**src/rtl/trace_scan_harness_pkg.sv**
```systemverilog
// Shared types for the trace/scan self-check harness: FSM states and
// the default field widths that make up one packed trace entry.
package trace_scan_pkg;

    typedef enum logic [2:0] {
        S_IDLE,
        S_RUN,
        S_SCAN_ADDR,
        S_SCAN_CMP,
        S_DONE
    } state_t;

    localparam int DEF_DATA_W = 32;
    localparam int DEF_REG_AW = 5;
    localparam int DEF_CYC_W  = 16;

    // A trace entry packs {cycle, register, data} from MSB to LSB.
    function automatic int entry_w(input int cyc_w, input int reg_aw, input int data_w);
        return cyc_w + reg_aw + data_w;
    endfunction

endpackage

```
**src/rtl/trace_scan_harness_fifo.sv**
```systemverilog
// First-word-fall-through FIFO holding trace entries; the head is always
// visible on o_data while the FIFO is non-empty.
module trace_fifo #(
    parameter int WIDTH = 53,
    parameter int DEPTH = 8
) (
    input  logic             clock,
    input  logic             reset,
    input  logic             i_clear,
    input  logic             i_push,
    input  logic [WIDTH-1:0] i_data,
    input  logic             i_pop,
    output logic [WIDTH-1:0] o_data,
    output logic             o_full,
    output logic             o_empty
);

    localparam int PTR_W = $clog2(DEPTH);

    logic [WIDTH-1:0] r_mem [DEPTH];
    logic [PTR_W-1:0] r_wrPtr;
    logic [PTR_W-1:0] r_rdPtr;
    logic [PTR_W:0]   r_count;
    logic             w_doPush;
    logic             w_doPop;

    assign o_full   = (r_count == (PTR_W+1)'(DEPTH));
    assign o_empty  = (r_count == '0);
    assign o_data   = r_mem[r_rdPtr];
    // A push into a full FIFO is legal when the head leaves in the same cycle.
    assign w_doPop  = i_pop && !o_empty && !i_clear;
    assign w_doPush = i_push && (!o_full || w_doPop) && !i_clear;

    always_ff @(posedge clock) begin
        if (w_doPush) begin
            r_mem[r_wrPtr] <= i_data;
        end
    end

    always_ff @(posedge clock or negedge reset) begin
        if (!reset) begin
            r_wrPtr <= '0;
            r_rdPtr <= '0;
            r_count <= '0;
        end else if (i_clear) begin
            r_wrPtr <= '0;
            r_rdPtr <= '0;
            r_count <= '0;
        end else begin
            if (w_doPush) r_wrPtr <= r_wrPtr + PTR_W'(1);
            if (w_doPop)  r_rdPtr <= r_rdPtr + PTR_W'(1);
            case ({w_doPush, w_doPop})
                2'b10:   r_count <= r_count + (PTR_W+1)'(1);
                2'b01:   r_count <= r_count - (PTR_W+1)'(1);
                default: r_count <= r_count;
            endcase
        end
    end

endmodule

```
**src/rtl/trace_scan_harness.sv**
```systemverilog
// Self-check harness: logs regfile writebacks for a cycle budget, then
// scans every register against an expected-value ROM and reports pass/fail.
module trace_scan_harness
    import trace_scan_pkg::*;
#(
    parameter int DATA_W     = DEF_DATA_W,
    parameter int REG_AW     = DEF_REG_AW,
    parameter int NUM_REGS   = 32,
    parameter int CYC_W      = DEF_CYC_W,
    parameter int FIFO_DEPTH = 8
) (
    input  logic              clock,
    input  logic              reset,
    input  logic              start,
    input  logic [CYC_W-1:0]  num_cycles,
    input  logic              rwe,
    input  logic [REG_AW-1:0] rd,
    input  logic [DATA_W-1:0] rdata,
    output logic              test_mode,
    output logic [REG_AW-1:0] rs1_test,
    input  logic [DATA_W-1:0] regA,
    output logic [REG_AW-1:0] exp_addr,
    input  logic [DATA_W-1:0] exp_data,
    output logic              trace_valid,
    input  logic              trace_ready,
    output logic [CYC_W-1:0]  trace_cycle,
    output logic [REG_AW-1:0] trace_rd,
    output logic [DATA_W-1:0] trace_data,
    output logic              trace_overflow,
    output logic              mm_valid,
    output logic [REG_AW-1:0] mm_reg,
    output logic [DATA_W-1:0] mm_exp,
    output logic [DATA_W-1:0] mm_act,
    output logic [REG_AW:0]   err_count,
    output logic              busy,
    output logic              done,
    output logic              pass
);

    localparam int ENTRY_W = entry_w(CYC_W, REG_AW, DATA_W);
    localparam int ERR_W   = REG_AW + 1;

    state_t              r_state;
    state_t              w_nextState;
    logic [CYC_W-1:0]    r_cyc;
    logic [CYC_W-1:0]    r_budget;
    logic [REG_AW-1:0]   r_idx;
    logic                r_overflow;
    logic [ERR_W-1:0]    r_errCount;
    logic                r_mmValid;
    logic [REG_AW-1:0]   r_mmReg;
    logic [DATA_W-1:0]   r_mmExp;
    logic [DATA_W-1:0]   r_mmAct;
    logic [ENTRY_W-1:0]  w_head;
    logic                w_full;
    logic                w_empty;
    logic                w_startOk;
    logic                w_runLast;
    logic                w_log;
    logic                w_pop;
    logic                w_push;
    logic                w_mismatch;
    logic                w_lastIdx;

    assign w_startOk  = start && (r_state == S_IDLE || r_state == S_DONE);
    assign w_runLast  = (r_state == S_RUN) && (r_cyc == r_budget - CYC_W'(1));
    assign w_log      = (r_state == S_RUN) && rwe && (rd != '0);
    assign w_pop      = !w_empty && trace_ready;
    assign w_push     = w_log && (!w_full || w_pop);
    assign w_mismatch = (r_state == S_SCAN_CMP) && (regA != exp_data);
    assign w_lastIdx  = (r_idx == REG_AW'(NUM_REGS - 1));

    trace_fifo #(
        .WIDTH (ENTRY_W),
        .DEPTH (FIFO_DEPTH)
    ) u_fifo (
        .clock   (clock),
        .reset   (reset),
        .i_clear (w_startOk),
        .i_push  (w_push),
        .i_data  ({r_cyc, rd, rdata}),
        .i_pop   (w_pop),
        .o_data  (w_head),
        .o_full  (w_full),
        .o_empty (w_empty)
    );

    always_ff @(posedge clock or negedge reset) begin
        if (!reset) r_state <= S_IDLE;
        else        r_state <= w_nextState;
    end

    always_comb begin
        w_nextState = r_state;
        case (r_state)
            S_IDLE, S_DONE: if (start) w_nextState = (num_cycles == '0) ? S_SCAN_ADDR : S_RUN;
            S_RUN:          if (w_runLast) w_nextState = S_SCAN_ADDR;
            S_SCAN_ADDR:    w_nextState = S_SCAN_CMP;
            S_SCAN_CMP:     w_nextState = w_lastIdx ? S_DONE : S_SCAN_ADDR;
            default:        w_nextState = S_IDLE;
        endcase
    end

    always_ff @(posedge clock or negedge reset) begin
        if (!reset) begin
            r_cyc      <= '0;
            r_budget   <= '0;
            r_idx      <= '0;
            r_overflow <= 1'b0;
            r_errCount <= '0;
            r_mmValid  <= 1'b0;
            r_mmReg    <= '0;
            r_mmExp    <= '0;
            r_mmAct    <= '0;
        end else begin
            r_mmValid <= 1'b0;
            if (w_startOk) begin
                r_cyc      <= '0;
                r_budget   <= num_cycles;
                r_idx      <= '0;
                r_errCount <= '0;
                r_overflow <= 1'b0;
            end
            if (r_state == S_RUN) begin
                r_cyc <= r_cyc + CYC_W'(1);
                if (w_log && w_full && !w_pop) r_overflow <= 1'b1;
            end
            if (r_state == S_SCAN_CMP) begin
                if (!w_lastIdx) r_idx <= r_idx + REG_AW'(1);
                if (w_mismatch) begin
                    r_mmValid  <= 1'b1;
                    r_mmReg    <= r_idx;
                    r_mmExp    <= exp_data;
                    r_mmAct    <= regA;
                    r_errCount <= (r_errCount == '1) ? r_errCount : r_errCount + ERR_W'(1);
                end
            end
        end
    end

    // Trace fields read as zero while the FIFO is empty so reset leaves every output low.
    assign trace_valid    = !w_empty;
    assign trace_data     = w_empty ? '0 : w_head[DATA_W-1:0];
    assign trace_rd       = w_empty ? '0 : w_head[DATA_W +: REG_AW];
    assign trace_cycle    = w_empty ? '0 : w_head[DATA_W+REG_AW +: CYC_W];
    assign trace_overflow = r_overflow;

    assign test_mode = (r_state == S_SCAN_ADDR) || (r_state == S_SCAN_CMP);
    assign rs1_test  = test_mode ? r_idx : '0;
    assign exp_addr  = test_mode ? r_idx : '0;
    assign mm_valid  = r_mmValid;
    assign mm_reg    = r_mmReg;
    assign mm_exp    = r_mmExp;
    assign mm_act    = r_mmAct;
    assign err_count = r_errCount;
    assign busy      = (r_state == S_RUN) || test_mode;
    assign done      = (r_state == S_DONE);
    assign pass      = done && (r_errCount == '0) && !r_overflow;

endmodule

```
**config.mk**
```make
export PLATFORM = sky130hd
export DESIGN_NAME = trace_scan_harness
export DESIGN_NICKNAME = d
export VERILOG_FILES = /design/src/rtl/trace_scan_harness_pkg.sv /design/src/rtl/trace_scan_harness_fifo.sv /design/src/rtl/trace_scan_harness.sv
export SDC_FILE = /design/constraint.sdc
export NUM_CORES = 1
export LEC_CHECK = 0
export BUFFER_PORTS_ARGS = -buffer_cell sky130_fd_sc_hd__buf_2
export CAP_MARGIN = 30
export CORE_ASPECT_RATIO = 2
export CORE_MARGIN = 3
export CORE_UTILIZATION = 45
export CTS_CLUSTER_SIZE = 10
export DETAILED_ROUTE_END_ITERATION = 7
export GPL_ROUTABILITY_DRIVEN = 0
export GPL_TIMING_DRIVEN = 0
export PLACE_DENSITY = 0.67
export SKIP_LAST_GASP = 1
export SYNTH_ARGS = -nofsm -noshare
export SYNTH_HDL_FRONTEND = slang
export SYNTH_SLANG_ARGS = --single-unit
```
**constraint.sdc**
```tcl
create_clock -name clock -period 6.65 [get_ports clock]
set_clock_uncertainty 0.05 [all_clocks]
set_input_delay 1.33 -clock clock [delete_from_list [all_inputs] [get_ports clock]]
set_output_delay 1.33 -clock clock [all_outputs]
set_load 0.02 [all_outputs]
```
======== After elaboration in Yosys (flattened, before gate mapping) ========
Memories as Yosys holds them, arrays and structs flattened.
Index checks and enable logic that the tools add are counted.
storage, ports and cells
  flip-flop bits (word level) ............. 127
  RAM bits ................................ 424
  bits of input ports ..................... 122
  output and inout port bits .............. 145
  word-level logic and storage cells ...... 104
  memories ................................ 1
operators by class
  $add $sub $neg .......................... 8
  equal/unequal tests ..................... 14
  multiplexer cells ....................... 31
  reduce and logical (&&, ||, !) cells .... 37
memories
  memory        depth  width  rd ports  clocked after memory_dff  wr ports  line                           RTL
  u_fifo.r_mem  8      53     1         0                         1         trace_scan_harness_fifo.sv:20  logic [WIDTH-1:0] r_mem [DEPTH];
operators with widths
  operator                                             number
  2-to-1 mux 16 bit                                    3
  2-to-1 mux 32 bit                                    1
  != test 32 bit                                       1
  2-to-1 mux 5 bit                                     5
  2-to-1 mux 6 bit                                     4
  2-to-1 mux 3 bit                                     7
  adder 16 x 1 -> 16 bit (second input constant)       1
  == test 16 bit                                       1
  logical NOT 16 bit                                   1
  subtractor 16 x 1 -> 16 bit (second input constant)  1
  logical AND 1 bit                                    15
  one-hot mux 3 bit (4 select lines)                   1
  one-hot mux 4 bit (2 select lines)                   1
  2-to-1 mux 1 bit                                     7
  adder 3 x 1 -> 3 bit (second input constant)         2
  adder 6 x 1 -> 6 bit (second input constant)         1
  == test 3 x 2 -> 1 bit (second input constant)       2
  == test 6 bit (second input constant)                1
  logical NOT 6 bit                                    1
  nonzero test 2 bit                                   3
  adder 5 x 1 -> 5 bit (second input constant)         1
  == test 5 bit (second input constant)                1
  logical NOT 1 bit                                    5
  logical OR 1 bit                                     5
  17 further kinds                                     19

======== Longest topological paths before layout ========
  depth in word-level cells ............... 11
  depth in mapped cells ................... 14
  gate-level depth less buffers ........... 12

======== By module ========
From an unflattened synthesis, not the netlist that was laid out.
unflattened totals
  cell total of the unflattened synthesis .. 1288
  area total of the unflattened synthesis .. 22914.5 um2
by module, submodules not included
  module              instances  cells an instance  area an instance (um2)  seq. area each (um2)
  trace_fifo          1          686                16602.2                 12982.5
  trace_scan_harness  1          602                6312.3                  2927.8

======== Worst setup path before layout ========
No wires, ideal clock.
  path kind ............................... input to register
  from .................................... in start
  to ...................................... mem u_fifo.r_mem[1][0], enable pin
  library setup time ...................... 0.540 ns
  arrival time ............................ 5.982 ns
  required time ........................... 6.060 ns
  slack ................................... 0.078 ns
  cell stages on the path ................. 5
  buffers on the path ..................... 0
  path through ............................ or3b_2 nand2_1 a31oi_1 nand2b_1 nor3b_1
between the ends
  cells in the longest elaborated chain, start to end .. 8
RTL lines
  what                                        line                                                          RTL
  start, declared                             trace_scan_harness.sv:14                                      input logic start,
  logical AND 1 bit (*)                       trace_scan_harness.sv:65                                      assign w_startOk = start && (r_state == S_IDLE || r_state == S_DONE);
  logical NOT 1 bit (*)                       trace_scan_harness_fifo.sv:31, trace_scan_harness_fifo.sv:32
  logical AND 1 bit                           trace_scan_harness_fifo.sv:31                                 assign w_doPop = i_pop && !o_empty && !i_clear;
  logical OR 1 bit                            trace_scan_harness_fifo.sv:32                                 assign w_doPush = i_push && (!o_full || w_doPop) && !i_clear;
  logical AND 1 bit                           trace_scan_harness_fifo.sv:32
  logical AND 1 bit (*)                       trace_scan_harness_fifo.sv:32
  2-to-1 mux 1 bit (*)                        trace_scan_harness_fifo.sv:35                                 if (w_doPush) begin
  2-to-1 mux 1 bit (not written as such) (*)  trace_scan_harness_fifo.sv:36                                 r_mem[r_wrPtr] <= i_data;
  end, declared                               trace_scan_harness_fifo.sv:20
Mark *: on every way between the ends. The rest lies on a longest branch, timed or not.

======== Worst setup path after layout ========
  from .................................... reg u_fifo.r_rdPtr[1]
  to ...................................... out trace_cycle[2]
between the ends
  cells in the longest elaborated chain, start to end .. 2
RTL lines
  what                    line                           RTL
  start, declared         trace_scan_harness_fifo.sv:22  logic [PTR_W-1:0] r_rdPtr;
  start signal, assigned  trace_scan_harness_fifo.sv:51  if (w_doPop) r_rdPtr <= r_rdPtr + PTR_W'(1);
  memory (8 x 53 bit)     -
  2-to-1 mux 16 bit       trace_scan_harness.sv:145      assign trace_cycle = w_empty ? '0 : w_head[DATA_W+REG_AW +: CYC_W];
  end, declared           trace_scan_harness.sv:26       output logic [CYC_W-1:0] trace_cycle,
Every way passes these cells.

==> results.toml <==
[detailed_routing]
drc = 0
wl_per_cell_um = 23.1
drtIter0Drc = 687
drt_pass1_iterations = 5
viasPerCell = 5.48
wl_um = 53300
vias = 12600
antenna_left = 0

[sta]
slew-limit-headroom_pct = 36.9
setup_viol = 0
rsz0062_at_grt = "no"
worst_slack_ns = 1.62
fin_crit_ns = 5.03
max_slew.worst_pin.slew_ns = 0.939
hold_violations = 0
slew_violations = 0
setup_tns_ns = 0
whs_ns = 0.449
max_freq_ghz = 0.199
timing.final.crit_share_pct = 75.6

[cts]
cts_max_path_buffers = 3
cts_buffers = 61
cts_hold_buf = 0
cts_tree = "yes"
cts_resized = 0
h-tree-depth = 2
post_cts_buffers = 0
cts_num_sinks = 551
insertion_delay_ns = 0.60
cts_root_buf = "clkbuf_16"
clk_transition_reported_paths_ns = 0.06

[floorplan]
coreArea_um2 = 49200
die_h_um = 321
die_w_um = 164
io_pins = 267
rows = 115
die-area_um2 = 52600
initial_core_util_pct = 45.5

[final_layout]
regMostFlops = "u_fifo.r_mem"
fin_nets = 1771
area_delta_synth_final_pct = 20.0
drive_gt1_share_pct = 36.0
largest_register_ff_count = 424
final_cell_area_um2 = 26900

[placed_design]
place_area_um2 = 25200
dp_slack_ns = 2.16
portBuffers = 266
place_hpwl_um = 38600

[logic_synthesis]
synth_top_area_share_pct = 56.9
ys_ff_latch = 551
avgSynthCellArea_um2 = 17.8
yosysTopAreaCell = "edfxtp_1"
async_flop_share_pct = 23.0
synth_top_flop_cell = "edfxtp_1"
synth.net_count = 1395
yosys-top-cells-area = "edfxtp_1, dfrtp_1, mux4_2"
synthTopCellsByCount = "edfxtp_1, dfrtp_1, mux4_2"
seq_area_frac_synth_pct = 71.1
synth_most_common_cell = "edfxtp_1"
postSynthCellCount = 1261
yosys.cell_types.count = 57
synth_edf_count = 424
syn_area_um2 = 22400
ys_warn_count = 0

[global_route]
track_usage_pct = 20.5
grt_max_degree = 86
grt_pass1_vias = 14000
grt_overflow = 0
antenna_found_initial = 4
grt_pass1_wl_um = 81500

[pwr]
power_frac_comb_pct = 37.5
ir_drop_mv = 0.286
clockPowerShare_pct = 23.6
p_seq_share_pct = 38.9
swShare_pct = 34.7
p_int_mw = 8.11
power_switching_mw = 4.31
p_leak_nw = 9.99
powerDensity_nw_per_um2 = 462

[critical_path]
r2r_setup_slack_ns = 2.79
cp-start-kind = "flip-flop"
worstSetupPathType = "reg -> out"
cp-end-kind = "output port"
cp.arrival_ns = 3.65
cp_max_fo = 10
required_ns = 5.27

[outcome]
status = "completed"

[worst_hold_path]
min_path_type = "reg -> reg"

[run]
maxCapViolCount = 0
==> final timing paths <==
kind                            cells after the start         startpoint                   to
worst min-delay path                                2       r_budget[15]         r_budget[15]
worst max register to register                     10         r_state[0]  u_fifo.r_mem[1][50]
min in group asynchronous                           1              reset            mm_exp[8]
worst min register to register                      2       r_budget[15]         r_budget[15]
worst max-delay path                                7  u_fifo.r_rdPtr[1]       trace_cycle[2]
max in group asynchronous                           2              reset           mm_exp[16]
==> kinds of logic (layout without fill, tap and decap cells) <==
group                      after synthesis  after routing  share of synthesized area, %
and+or+nand+nor                        266            266                          5.74
muxes                                  241            241                          17.1
xor gates and xnor gates                57             57                          2.23
adders and majority gates               12             12                         0.670
AOI/OAI and AO/OA                       59             59                          1.73
buffers and inverters                   75            470                          1.50
other                                    0              3                             0
DFF                                    551            551                          71.1
==> cell usage in the layout (no fill, tap or decap), drive strengths merged, types with 10 or more instances in the layout <==
| cell type | instances |
|---|---|
| nand3 | 19 |
| nor2 | 75 |
| mux2i | 66 |
| ha | 12 |
| xnor2 | 42 |
| a21oi | 12 |
| buf | 340 |
| clkbuf | 117 |
| o21ai | 20 |
| nand2 | 88 |
| inv | 10 |
| nor3 | 11 |
| xor2 | 15 |
| nand4 | 13 |
| mux2 | 69 |
| nor4 | 12 |
| dfrtp | 127 |
| mux4 | 106 |
| edfxtp | 424 |
==> worst max-delay path: stages (launching register included) <==
cell and delay [ns]:
dfrtp_1 0.36, clkbuf_1 0.44, clkbuf_1 0.59, clkbuf_1 0.64
mux4_2 0.34, mux2i_1 0.07, nor2_1 0.35, buf_2 0.25
==> routing by layer <==
| metal | track usage, % | vias to the layer above | wire [um] |
|---|---|---|---|
| met5 | 0 | - | 13 |
| li1 | - | 5623 | - |
| met1 | 22.4 | 6444 | 18500 |
| met2 | 38.4 | 457 | 29600 |
| met4 | 7.66 | 2 | 1820 |
| met3 | 4.45 | 96 | 3430 |
==> layout make-up <==
cell class / instances / area [um^2]
diodes: 3 / 7.51
plain buffers: 64 / 294
clock buffers: 80 / 1630
clock inverters: 2 / 46.3
fillers: 3926 / 22300
inverters: 11 / 41.3
multi-input cells: 635 / 6200
flip-flops and latches: 551 / 15900
well taps: 643 / 805
repair buffers: 313 / 1950
==> power by group through the flow <==
stage               sequential, mW  combinational [mW]  clock (mW)
floorplan                     5.11                2.79           0
global placement              4.94                4.49           0
detailed placement            4.89                4.72           0
CTS                           4.83                4.74        3.00
global route                  4.90                5.02        3.12
finish                        4.83                4.65        2.93
==> through the flow <==
step                instances  util, %  power (mW)
detailed placement       2215     51.1        9.61
CTS                      2297     54.6        12.6
global route             2300     54.6        13.1
floorplan                1261        -        7.90
finish                   2302     54.6        12.4
global placement         2170     49.8        9.43
Note: power is estimated with default switching activity, not from simulation.
